$ cat config.mk
export PLATFORM = sky130hd
export DESIGN_NAME = rotor_stepper_flat
export DESIGN_NICKNAME = d
export VERILOG_FILES = /design/src/rtl/rotor_stepper_pkg.sv /design/src/rtl/rotor_stepper_if.sv /design/src/rtl/rotor_stepper_notch_lut.sv /design/src/rtl/rotor_stepper.sv /design/src/flat_wrapper.sv
export SDC_FILE = /design/constraint.sdc
export NUM_CORES = 1
export LEC_CHECK = 0
export CAP_MARGIN = 20
export CORE_MARGIN = 2
export CORE_UTILIZATION = 47
export CTS_CLUSTER_DIAMETER = 200
export DETAILED_ROUTE_END_ITERATION = 7
export PLACE_DENSITY = 0.83
export REMOVE_ABC_BUFFERS = 1
export SLEW_MARGIN = 10
export SYNTH_ARGS = -nofsm -noshare
export SYNTH_HDL_FRONTEND = slang
export SYNTH_SLANG_ARGS = --single-unit
$ cat constraint.sdc
create_clock -name clk -period 3.8 [get_ports clk]
set_input_delay 0.76 -clock clk [delete_from_list [all_inputs] [get_ports clk]]
set_output_delay 0.76 -clock clk [all_outputs]
set_load 0.02 [all_outputs]
$ cat src/rtl/rotor_stepper_pkg.sv
// Shared definitions for the rotor stepper: rotor ids, notch letters, FSM states.
// The optional step counter is enabled with the STEP_COUNT_EN macro (see rotor_stepper.sv).
package rotor_stepper_pkg;

  localparam int POS_W     = 5;
  localparam int N_LETTERS = 26;

  localparam logic [2:0] ROTOR_I   = 3'd0;
  localparam logic [2:0] ROTOR_II  = 3'd1;
  localparam logic [2:0] ROTOR_III = 3'd2;
  localparam logic [2:0] ROTOR_IV  = 3'd3;
  localparam logic [2:0] ROTOR_V   = 3'd4;

  localparam logic [POS_W-1:0] NOTCH_I   = 5'd16;
  localparam logic [POS_W-1:0] NOTCH_II  = 5'd4;
  localparam logic [POS_W-1:0] NOTCH_III = 5'd21;
  localparam logic [POS_W-1:0] NOTCH_IV  = 5'd9;
  localparam logic [POS_W-1:0] NOTCH_V   = 5'd25;

  typedef enum logic [1:0] {
    ST_IDLE   = 2'd0,
    ST_UPDATE = 2'd1,
    ST_DONE   = 2'd2
  } state_e;

  typedef struct packed {
    logic             valid;
    logic [POS_W-1:0] pos;
  } notch_t;

  function automatic logic [POS_W-1:0] pos_inc(input logic [POS_W-1:0] p);
    if (p == 5'(N_LETTERS - 1)) begin
      return {POS_W{1'b0}};
    end else begin
      return p + 5'd1;
    end
  endfunction

endpackage

$ cat src/rtl/rotor_stepper_if.sv
// Control/status bundle between config_manager (master) and rotor_stepper (slave).
interface rotor_stepper_if;
  import rotor_stepper_pkg::*;

  logic [2:0]       rotor_sel_l;
  logic [2:0]       rotor_sel_m;
  logic [2:0]       rotor_sel_r;
  logic [POS_W-1:0] grundstellung_l;
  logic [POS_W-1:0] grundstellung_m;
  logic [POS_W-1:0] grundstellung_r;
  logic             load;
  logic             step_req;
  logic [POS_W-1:0] pos_l;
  logic [POS_W-1:0] pos_m;
  logic [POS_W-1:0] pos_r;
  logic             busy;
  logic             step_done;
  logic [15:0]      step_count;

  modport master (
    output rotor_sel_l, rotor_sel_m, rotor_sel_r,
    output grundstellung_l, grundstellung_m, grundstellung_r,
    output load, step_req,
    input  pos_l, pos_m, pos_r, busy, step_done, step_count
  );

  modport slave (
    input  rotor_sel_l, rotor_sel_m, rotor_sel_r,
    input  grundstellung_l, grundstellung_m, grundstellung_r,
    input  load, step_req,
    output pos_l, pos_m, pos_r, busy, step_done, step_count
  );

endinterface

$ cat src/rtl/rotor_stepper_notch_lut.sv
// Rotor id -> turnover notch window letter; ids 5..7 carry no notch.
module rotor_stepper_notch_lut
  import rotor_stepper_pkg::*;
(
  input  logic [2:0] rotor_sel_i,
  output notch_t     notch_o
);

  // Notch lookup, purely combinational
  always_comb begin
    notch_o.valid = 1'b0;
    notch_o.pos   = {POS_W{1'b0}};
    case (rotor_sel_i)
      ROTOR_I:   begin notch_o.valid = 1'b1; notch_o.pos = NOTCH_I;   end
      ROTOR_II:  begin notch_o.valid = 1'b1; notch_o.pos = NOTCH_II;  end
      ROTOR_III: begin notch_o.valid = 1'b1; notch_o.pos = NOTCH_III; end
      ROTOR_IV:  begin notch_o.valid = 1'b1; notch_o.pos = NOTCH_IV;  end
      ROTOR_V:   begin notch_o.valid = 1'b1; notch_o.pos = NOTCH_V;   end
      default:   begin notch_o.valid = 1'b0; notch_o.pos = {POS_W{1'b0}}; end
    endcase
  end

endmodule

$ cat src/rtl/rotor_stepper.sv
// Live rotor positions with Enigma I stepping (including double step), load/step FSM.
// Define STEP_COUNT_EN to build the 16-bit keystroke counter; otherwise step_count is 0.
module rotor_stepper
  import rotor_stepper_pkg::*;
(
  input  logic            clk,
  input  logic            rst_n,
  rotor_stepper_if.slave  bus
);

  state_e           state_q;
  logic [POS_W-1:0] pos_l_q, pos_m_q, pos_r_q;
  logic [POS_W-1:0] pos_l_d, pos_m_d, pos_r_d;
  logic             busy_q;
  logic             step_done_q;
  notch_t           notch_m_s, notch_r_s;
  logic             r_at_s, m_at_s;

  // The left rotor's notch never moves anything in a three-rotor machine, so only
  // the middle and right rotors need a lookup.
  rotor_stepper_notch_lut u_notch_m (.rotor_sel_i(bus.rotor_sel_m), .notch_o(notch_m_s));
  rotor_stepper_notch_lut u_notch_r (.rotor_sel_i(bus.rotor_sel_r), .notch_o(notch_r_s));

  // Next positions from the pre-step window letters
  always_comb begin
    r_at_s  = notch_r_s.valid && (pos_r_q == notch_r_s.pos);
    m_at_s  = notch_m_s.valid && (pos_m_q == notch_m_s.pos);
    pos_r_d = pos_inc(pos_r_q);
    if (r_at_s || m_at_s) begin
      pos_m_d = pos_inc(pos_m_q);
    end else begin
      pos_m_d = pos_m_q;
    end
    if (m_at_s) begin
      pos_l_d = pos_inc(pos_l_q);
    end else begin
      pos_l_d = pos_l_q;
    end
  end

  // Step FSM; load and step requests are only honoured in IDLE
  always_ff @(posedge clk or negedge rst_n) begin
    if (!rst_n) begin
      state_q     <= ST_IDLE;
      pos_l_q     <= {POS_W{1'b0}};
      pos_m_q     <= {POS_W{1'b0}};
      pos_r_q     <= {POS_W{1'b0}};
      busy_q      <= 1'b0;
      step_done_q <= 1'b0;
    end else begin
      case (state_q)
        ST_IDLE: begin
          step_done_q <= 1'b0;
          if (bus.load) begin
            pos_l_q <= bus.grundstellung_l;
            pos_m_q <= bus.grundstellung_m;
            pos_r_q <= bus.grundstellung_r;
            busy_q  <= 1'b0;
          end else if (bus.step_req) begin
            state_q <= ST_UPDATE;
            busy_q  <= 1'b1;
          end else begin
            busy_q  <= 1'b0;
          end
        end
        ST_UPDATE: begin
          pos_l_q     <= pos_l_d;
          pos_m_q     <= pos_m_d;
          pos_r_q     <= pos_r_d;
          state_q     <= ST_DONE;
          busy_q      <= 1'b1;
          step_done_q <= 1'b1;
        end
        ST_DONE: begin
          state_q     <= ST_IDLE;
          busy_q      <= 1'b0;
          step_done_q <= 1'b0;
        end
        default: begin
          state_q     <= ST_IDLE;
          busy_q      <= 1'b0;
          step_done_q <= 1'b0;
        end
      endcase
    end
  end

`ifdef STEP_COUNT_EN
  logic [15:0] step_count_q;

  // Keystroke counter: +1 per UPDATE, cleared by an accepted load
  always_ff @(posedge clk or negedge rst_n) begin
    if (!rst_n) begin
      step_count_q <= 16'd0;
    end else if (state_q == ST_UPDATE) begin
      step_count_q <= step_count_q + 16'd1;
    end else if ((state_q == ST_IDLE) && bus.load) begin
      step_count_q <= 16'd0;
    end else begin
      step_count_q <= step_count_q;
    end
  end

  assign bus.step_count = step_count_q;
`else
  assign bus.step_count = 16'd0;
`endif

  assign bus.pos_l     = pos_l_q;
  assign bus.pos_m     = pos_m_q;
  assign bus.pos_r     = pos_r_q;
  assign bus.busy      = busy_q;
  assign bus.step_done = step_done_q;

endmodule
$ cat src/flat_wrapper.sv
// flat-port wrapper written by rule: the top's interface ports become plain ports
module rotor_stepper_flat import rotor_stepper_pkg::*;
  (clk, rst_n, bus_rotor_sel_l, bus_rotor_sel_m, bus_rotor_sel_r, bus_grundstellung_l, bus_grundstellung_m, bus_grundstellung_r, bus_load, bus_step_req, bus_pos_l, bus_pos_m, bus_pos_r, bus_busy, bus_step_done, bus_step_count);
  rotor_stepper_if bus_i ();
  input  logic clk;
  input  logic rst_n;
  input wire logic [$bits(bus_i.rotor_sel_l)-1:0] bus_rotor_sel_l;
  input wire logic [$bits(bus_i.rotor_sel_m)-1:0] bus_rotor_sel_m;
  input wire logic [$bits(bus_i.rotor_sel_r)-1:0] bus_rotor_sel_r;
  input wire logic [$bits(bus_i.grundstellung_l)-1:0] bus_grundstellung_l;
  input wire logic [$bits(bus_i.grundstellung_m)-1:0] bus_grundstellung_m;
  input wire logic [$bits(bus_i.grundstellung_r)-1:0] bus_grundstellung_r;
  input wire logic [$bits(bus_i.load)-1:0] bus_load;
  input wire logic [$bits(bus_i.step_req)-1:0] bus_step_req;
  output wire logic [$bits(bus_i.pos_l)-1:0] bus_pos_l;
  output wire logic [$bits(bus_i.pos_m)-1:0] bus_pos_m;
  output wire logic [$bits(bus_i.pos_r)-1:0] bus_pos_r;
  output wire logic [$bits(bus_i.busy)-1:0] bus_busy;
  output wire logic [$bits(bus_i.step_done)-1:0] bus_step_done;
  output wire logic [$bits(bus_i.step_count)-1:0] bus_step_count;
  assign bus_i.rotor_sel_l = bus_rotor_sel_l;
  assign bus_i.rotor_sel_m = bus_rotor_sel_m;
  assign bus_i.rotor_sel_r = bus_rotor_sel_r;
  assign bus_i.grundstellung_l = bus_grundstellung_l;
  assign bus_i.grundstellung_m = bus_grundstellung_m;
  assign bus_i.grundstellung_r = bus_grundstellung_r;
  assign bus_i.load = bus_load;
  assign bus_i.step_req = bus_step_req;
  assign bus_pos_l = bus_i.pos_l;
  assign bus_pos_m = bus_i.pos_m;
  assign bus_pos_r = bus_i.pos_r;
  assign bus_busy = bus_i.busy;
  assign bus_step_done = bus_i.step_done;
  assign bus_step_count = bus_i.step_count;
  rotor_stepper u_core (.clk(clk), .rst_n(rst_n), .bus(bus_i));
endmodule
==> summary.md, run 1 <==
| Metric | Value |
|---|---|
| Max Freq | 364 MHz |
| Clock sink count | 19 |
| Crit-path max FO | 7 |
| Remaining global-route overflow | 0 |
| Cell area power density | 407 nW/µm² |
| Clock root buffer | clkbuf_4 |
| Initial antenna violation count | 0 |
| Kind of critical path | primary input to flip-flop |
| DR pass1 iterations | 4 |
| Final setup fails | 0 |
| Reg-to-reg setup timing slack | 1.47 ns |
| Vias in the first global route | 1,227 |
| Layout area overhead | 25.9% |
| RR Startpoint | u_core.state_q[1] |
| Fill cells | 288 |
| Top delay family on crit path | compound AO/OA/AOI/OAI gates |
| Post-route clock skew | 0.00566 ns |
| Most frequent CP cell | mux2_4 |
| IO Pins | 61 |
| Req. time, crit path | 4.00 ns |
| Critical path arrival | 2.95 ns |
| Via count | 1,395 |
| Clk_lat worst skew | 0.30 ns |
| Dpl cell area | 1900 µm² |
| Die area | 3730 µm² |
| Clk buf depth | 2 |
| Hold Crit Start | u_core.state_q[1] |
| Die X-Extent | 61.0 µm |
| Clock H-tree levels | 1 |
| ANT nets after route | 0 |
| Hpwl dp | 2.42 mm |
| Status | finished clean |
| Flop pwr share | 40.5% |
| Yosys top cell area share | 31.1% |
| Slew margin rel. | 34.6% |
| Port bufs | 41 |
| Die H | 61.0 µm |
| # diodes | 0 |
| Yosys reg bits | 19 |
| Ys Warns | 0 |
| Post_cts resized | 0 |
| First-pass GRT wire length | 5.34 mm |
| Final #Nets | 251 |
| Hold buffer count at cts | 0 |
| Post-route setup TNS | 0 ns |
| Sequential element share of the synthesized area | 31.1% |
| Startpoint types | primary input |
| Starting Density | 49.7% |
| Routed WL per cell | 12.8 µm |
| Design Area, Final | 1930 µm² |
| Top-count cell post-synth | dfrtp_1 |
| Worst Tran Pin Value | 0.974 ns |
| DRC viols | 0 |
| Cell variety after synth | 46 |
| Final count of pins violating max slew | 0 |
| Post-synth top area cell | dfrtp_1 |
| Post-synth top flop | dfrtp_1 |
| Reg area | 475 µm² |
| # placed instances | 256 |
| Detail-routed via count per cell | 5.37 |
| Max Cap Violations | 0 |
| Area of the multi-input gates | 912 µm² |
| Switching power | 326 µW |
| Leakage | 0.820 nW |
| Row cnt | 20 |
| Post-Route WL | 3.32 mm |
| Int Pwr | 458 µW |
| Largest net degree at the start of global routing | 23 |
| Post-synth EDFFs | 0 |
| Layout Cells excl Fill | 260 |
| Worst vdd ir | 0.262 mV |
| Gate power share | 46.0% |
| Largest stage delay, worst path | 0.61 ns |
| GP Congestion | 0.804 |
| Drt first-iter violations | 47 |
| Final Cycle Share | 72.4% |
| CP max-delay cell | clkdlybuf4s50_1 |
| RSZ-0062 raised after global routing | false |
| Total Routing Usage GR | 18.7% |
| Synth async-reset ratio | 100% |
| Synth cell count leaders | 19 x dfrtp_1, 18 x o21ai_0, 16 x buf_4 |
| Post-Syn Area per Cell | 8.54 µm² |
| Synth Instances | 179 |
| Critical path origin | bus_rotor_sel_r[1] |
| Core footprint | 3080 µm² |
| Share of layout cells above drive strength 1 | 6.48% |
| Clk pwr share | 13.5% |
| Area contributors post-synth | dfrtp_1 31%, buf_4 7.9%, o21ai_0 5.9% |
| Cell Area, Synth | 1530 µm² |
| Worst Hold Class | flip-flop to flip-flop |
| Net Sw Frac | 41.6% |
| Tmin final | 2.75 ns |
| Final Hold Vio Count | 0 |
| CTS tree | done |
| Post-CTS Repair Setup Buffers | 0 |
| Worst path bufs/invs | 1 |
| CP Cell Sequence | clkdlybuf4s50_1, mux2_4, o31ai_4, o2111ai_2, a2111oi_4, nor2_2, mux2_4 |
| CP endpoint kind | flip-flop |
| Clk pin slew, worst setup/hold paths | 0.12 ns |
| TritonCTS buffer count | 3 |
## power by group through the flow
stage / combinational (mW) / clock, mW / sequential (mW)
global placement: 0.353 / 0 / 0.318
floorplan: 0.173 / 0 / 0.350
global route: 0.398 / 0.113 / 0.324
finish: 0.360 / 0.106 / 0.318
CTS: 0.362 / 0.107 / 0.315
detailed placement: 0.360 / 0 / 0.319
## flip-flops by register name, summed over array words and instances (netlist names)
signal and flops:
u_core.bus.busy 1, u_core.bus.pos_r 5, u_core.bus.step_done 1, u_core.bus.pos_m 5, u_core.state_q 2, u_core.bus.pos_l 5
## area by class of cell
type	count	share of cell area, %
Tap cell	44	2.86
Clock buffer	3	1.17
Timing Repair Buffer	42	21.7
Clock inverter	1	0.260
Inverter	10	1.95
Sequential cell	19	24.7
Multi-Input combinational cell	141	47.4
## logic make-up after synthesis
family,count (synthesis),synth area share [%]
AO/OA/AOI/OAI,61,28.6
XOR/XNOR,2,1.15
adder cells (fa/ha/maj),6,4.91
buffers and inverters,34,12.9
flip-flops,19,31.1
multiplexers,6,4.99
other,1,0.245
AND/OR/NAND/NOR,50,16.0
## cell usage in the layout, fill, tap and decap left out, drive strengths merged, types with 2 or more instances in the layout
cell	n
clkdlybuf4s50	41
dfrtp	19
o21ai	18
conb	16
nand2	15
a21oi	14
nor2	13
inv	10
o22ai	6
ha	6
nand3	5
nand2b	4
mux2	4
o2bb2ai	3
a22o	3
a221o	3
clkbuf	3
o31ai	3
nand4b	2
nor3	2
o31a	2
mux2i	2
and3	2
nor3b	2
o2111ai	2
## metrics by stage
stage | util, % | power [mW] | hold WS, ns | worst slack [ns]
after detailed placement | 61.7 | 0.679 | 0.494 | 0.728
after floorplan | - | 0.522 | 0.460 | 1.33
final | 62.6 | 0.784 | 0.523 | 1.05
after CTS | 62.6 | 0.784 | 0.516 | 1.06
after global routing | 62.6 | 0.835 | 0.536 | 0.969
after global placement | 61.7 | 0.671 | 0.493 | 0.741
## worst paths after layout
path | endpoint | depth (start not counted)
setup / recovery | u_core.bus.pos_m[4] | 7
min in group asynchronous | u_core.state_q[1] | 1
hold reg to reg | u_core.bus.busy | 1
setup reg to reg | u_core.bus.pos_m[4] | 7
max in group asynchronous | u_core.bus.pos_m[3] | 1
hold / removal | u_core.bus.busy | 1
## per-layer routing
metal | up-vias | part of all wire, % | global-route usage, %
met5 | - | 0 | 0
met2 | 50 | 46 | 31.3
li1 | 689 | - | -
met3 | 2 | 5.8 | 4.62
met4 | 0 | 0.12 | 2.80
met1 | 654 | 48 | 25.0
(Power assumes the default switching activity.)
==> inputs of run 2 (changes only) <==
- CORE_UTILIZATION: 47 -> 44
- PLACE_DENSITY: 0.83 -> 0.78
- clock period: 3.8 -> 2.6 ns (I/O delays scaled with it)
==> run 2 against run 1 <==
  * Sequential share of layout area decreased by 0.78 points
  * Total power rose by 47%
  * Clock skew increased by 0.0017 ns
==> summary.md, run 2 (synthesis results as in run 1) <==
| Metric | Value |
|---|---|
| Status | finished clean |
| Core footprint | 3340 µm² |
| Routed WL per cell | 12.9 µm |
| Die H | 63.0 µm |
| Final #Nets | 259 |
| CTS tree | done |
| Leakage | 0.858 nW |
| Max Cap Violations | 0 |
| Worst path bufs/invs | 1 |
| Top layer in use | met4 |
| Vias in the first global route | 1,277 |
| Met1 wire length | 1.66 mm |
| Kind of critical path | primary input to flip-flop |
| Post-route clock skew | 0.00739 ns |
| Hpwl dp | 2.61 mm |
| IO Pins | 61 |
| TritonCTS buffer count | 3 |
| Clock root buffer | clkbuf_4 |
| Largest net degree at the start of global routing | 20 |
| Most frequent CP cell | mux2_4 |
| Total Routing Usage GR | 18.3% |
| Commonest cells after routing, fill and taps aside | 41 x clkdlybuf4s50_1, 19 x dfrtp_1, 18 x o21ai_0 |
| Dpl cell area | 1960 µm² |
| Worst Hold Class | flip-flop to flip-flop |
| Most common library cell in the layout ignoring fill and taps | clkdlybuf4s50_1 |
| Startpoint types | primary input |
| Clock H-tree levels | 1 |
| Hold buffer count at cts | 0 |
| Drt first-iter violations | 53 |
| Max Freq | 430 MHz |
| Clk pin slew, worst setup/hold paths | 0.11 ns |
| CP Cell Sequence | clkdlybuf4s50_1, mux2_4, o31ai_4, o2111ai_2, a2111oi_4, nor2_2, mux2_4 |
| Largest stage delay, worst path | 0.51 ns |
| Post-route setup TNS | 0 ns |
| Initial antenna violation count | 0 |
| Share of layout cells above drive strength 1 | 9.82% |
| First-pass GRT wire length | 5.80 mm |
| Final setup fails | 0 |
| DP Worst Slack | -0.0634 ns |
| Clk_lat worst skew | 0.30 ns |
| GP Congestion | 0.836 |
| Met2 wire length | 1.61 mm |
| DRC viols | 0 |
| Cell area power density | 581 nW/µm² |
| Crit-path max FO | 3 |
| CP endpoint kind | flip-flop |
| Tmin final | 2.32 ns |
| Port bufs | 41 |
| Layout area overhead | 30.0% |
| DR WL met3 | 202 µm |
| Clk buf depth | 2 |
| Starting Density | 45.8% |
| Remaining global-route overflow | 0 |
| CP max-delay cell | clkdlybuf4s50_1 |
| DR pass1 iterations | 6 |
| Detail-routed via count per cell | 5.16 |
| Req. time, crit path | 2.79 ns |
| Die area | 3960 µm² |
| Design Area, Final | 1990 µm² |
| Top delay family on crit path | compound AO/OA/AOI/OAI gates |
| # diodes | 0 |
| RSZ-0062 raised after global routing | false |
| Final Cycle Share | 89.4% |
| ANT nets after route | 0 |
| Critical path arrival | 2.51 ns |
| Worst vdd ir | 0.302 mV |
| Via count | 1,394 |
| Post-Route WL | 3.49 mm |
| Post-CTS Repair Setup Buffers | 0 |
| Final Hold Vio Count | 0 |
| Final count of pins violating max slew | 0 |
| Row cnt | 21 |
| Die X-Extent | 63.0 µm |
| Final worst slack | 0.276 ns |
| Post_cts resized | 0 |
| Clock sink count | 19 |
## run 2: cell count changes in the layout (fill, tap and decap cells not counted)
cell,before,now
buf_4,1,9
## run 2: layout make-up
type                       count  area (µm²)
clock buffer                   3        22.5
clock inverter                 1        5.00
fill                         317        1350
inverter                      10        37.5
multi-input combinational    141         912
sequential                    19         475
tap                           46        57.6
timing repair buffer          50         478
## run 2: worst paths after layout
path | depth (start not counted) | to | slack, ns | start
max | 7 | u_core.bus.pos_m[0] | 0.28 | bus_rotor_sel_r[1]
min | 1 | u_core.bus.busy | 0.50 | u_core.state_q[1]
max reg2reg | 6 | u_core.bus.pos_m[0] | 0.54 | u_core.bus.pos_r[4]
min reg2reg | 1 | u_core.bus.busy | 0.50 | u_core.state_q[1]
max in group asynchronous | 2 | u_core.bus.pos_m[2] | 1.84 | rst_n
min in group asynchronous | 2 | u_core.bus.pos_r[2] | 0.55 | rst_n
## run 2: where the power goes
group | internal, mW | leakage, nW | switching, mW
Sequential | 0.352 | 0.233 | 0.113
Combinational | 0.269 | 0.608 | 0.269
Clock | 0.0573 | 0.0177 | 0.0950
## run 2: routing by layer
metal,GRT usage (%),up-vias
met5,0,-
li1,-,708
met2,30.1,51
met1,24.3,633
met3,2.88,2
met4,6.67,0
## run 2: metrics by stage
stage	power (mW)	hold WS, ns	instances	utilization, %
global route	1.25	0.527	270	59.6
finish	1.15	0.500	270	59.6
floorplan	0.764	0.224	170	-
CTS	1.17	0.499	270	59.6
detailed placement	1.01	0.480	266	58.8
global placement	0.998	0.486	266	58.8
==> inputs of run 3 (changes only) <==
- CORE_UTILIZATION: 44 -> 45
- CTS_BUF_LIST: default -> sky130_fd_sc_hd__clkbuf_8
- PLACE_DENSITY: 0.78 -> 0.8
==> run 3 against run 2 <==
  * Register-to-register slack barely moved
  * Die area fell by 2.1%
  * Worst setup slack worse by 0.058 ns
  * Clock skew fell by 0.0056 ns
  * Sequential cell count did not move
==> summary.md, run 3 (synthesis results as in run 1) <==
| Metric | Value |
|---|---|
| Post-Route WL | 3.35 mm |
| Share of layout cells above drive strength 1 | 10.2% |
| Clock sink count | 19 |
| Starting Density | 46.2% |
| Die area | 3880 µm² |
| Remaining global-route overflow | 0 |
| Crit-path max FO | 4 |
| Gate power share | 44.6% |
| Worst vdd ir | 0.293 mV |
| Clk pin slew, worst setup/hold paths | 0.07 ns |
| Leakage | 0.871 nW |
| IO Pins | 61 |
| Clock H-tree levels | 1 |
| DR WL met3 | 190 µm |
| Cell area power density | 600 nW/µm² |
| Die H | 62.3 µm |
| Status | finished clean |
| Hpwl dp | 2.52 mm |
| RR Endpoint | u_core.bus.pos_m[4] |
| Met2 wire length | 1.66 mm |
| Clock root buffer | clkbuf_8 |
| Flop pwr share | 38.5% |
| Max Cap Violations | 0 |
| Routed WL per cell | 12.4 µm |
| RR Startpoint | u_core.bus.pos_r[4] |
| Largest net degree at the start of global routing | 22 |
| Final Hold Vio Count | 0 |
| Tmin final | 2.38 ns |
| Post-CTS Repair Setup Buffers | 0 |
| Most common library cell in the layout ignoring fill and taps | clkdlybuf4s50_1 |
| First-pass GRT wire length | 5.62 mm |
| Initial antenna violation count | 0 |
| Reg-to-reg setup timing slack | 0.55 ns |
| Post-route setup TNS | 0 ns |
| Final Cycle Share | 91.6% |
| Final #Nets | 260 |
| Critical path arrival | 2.52 ns |
| TritonCTS buffer count | 3 |
| Commonest cells after routing, fill and taps aside | 41 x clkdlybuf4s50_1, 19 x dfrtp_1, 18 x o21ai_0 |
| Clk pwr share | 16.9% |
| Worst Reg-to-Reg Cells | 6 |
| Final count of pins violating max slew | 0 |
| Via count | 1,421 |
| Port bufs | 41 |
| RSZ-0062 raised after global routing | false |
| Final setup fails | 0 |
| End point of the critical path | u_core.bus.pos_m[4] |
| Kind of critical path | primary input to flip-flop |
| DR pass1 iterations | 4 |
| CTS tree | done |
| Hold Crit Start | u_core.state_q[1] |
| GP Congestion | 0.839 |
| Switching power | 478 µW |
| CP endpoint kind | flip-flop |
| Post-route clock skew | 0.00180 ns |
| Post_cts resized | 0 |
| Drt first-iter violations | 55 |
| Startpoint types | primary input |
| Int Pwr | 731 µW |
| Hold buffer count at cts | 0 |
| Worst Hold Class | flip-flop to flip-flop |
| Critical path origin | bus_rotor_sel_r[1] |
| Met1 wire length | 1.49 mm |
| Core footprint | 3310 µm² |
| Clk buf depth | 2 |
| ANT nets after route | 0 |
| Final Util | 60.8% |
| Layout area overhead | 31.8% |
| Req. time, crit path | 2.74 ns |
| Total Routing Usage GR | 17.5% |
| # diodes | 0 |
| Top layer in use | met4 |
| Vias in the first global route | 1,294 |
| Clk_lat worst skew | 0.25 ns |
| Net Sw Frac | 39.5% |
| Detail-routed via count per cell | 5.24 |
| Max Freq | 420 MHz |
| Row cnt | 21 |
| Die X-Extent | 62.3 µm |
| Fill cells | 316 |
| DRC viols | 0 |
[run 3: worst max-delay path, cell delays in order]
cell	delay, ns
clkdlybuf4s50_1	0.50
mux2_4	0.32
o31ai_4	0.18
o2111ai_2	0.17
a2111oi_4	0.40
nor2_2	0.12
mux2_4	0.31
[run 3: routing by layer]
metal	GRT usage [%]	vias to the layer above
met3	3.08	2
met2	31.5	46
met1	22.1	664
met4	3.61	0
li1	-	709
met5	0	-
[run 3: how the worst min path moves through the flow]
stage	cells past startpoint	slack, ns	endpoint
2_1_floorplan	0	0.22	u_core.bus.busy
3_3_place_gp	1	0.49	u_core.bus.busy
3_5_place_dp	1	0.50	u_core.bus.busy
4_1_cts	1	0.51	u_core.bus.busy
5_1_grt	1	0.55	u_core.bus.busy
6_report	1	0.51	u_core.bus.busy
[run 3: power by group through the flow]
stage / Sequential, mW / Clock [mW] / Combinational [mW]
after global routing: 0.481 / 0.225 / 0.587
after global placement: 0.470 / 0 / 0.530
after detailed placement: 0.470 / 0 / 0.541
after CTS: 0.465 / 0.210 / 0.543
final: 0.466 / 0.204 / 0.539
after floorplan: 0.511 / 0 / 0.253
[run 3: cell type report]
cell class / count / area (µm²) / area share [%]
timing repair buffer: 51 / 485 / 24.1
clock buffer: 3 / 41.3 / 2.05
sequential: 19 / 475 / 23.6
inverter: 10 / 37.5 / 1.86
multi-input combinational: 141 / 912 / 45.3
clock inverter: 1 / 5.00 / 0.248
tap: 46 / 57.6 / 2.86
[run 3: through the flow]
stage,hold WS [ns],setup slack [ns],cells,instance area [µm²],power [mW]
floorplan,0.224,0.372,170,1430,0.764
global placement,0.492,-0.0416,267,1970,1.00
detailed placement,0.499,-0.0525,267,1970,1.01
CTS,0.511,0.205,271,2010,1.22
global route,0.546,0.132,271,2010,1.29
finish,0.506,0.218,271,2010,1.21
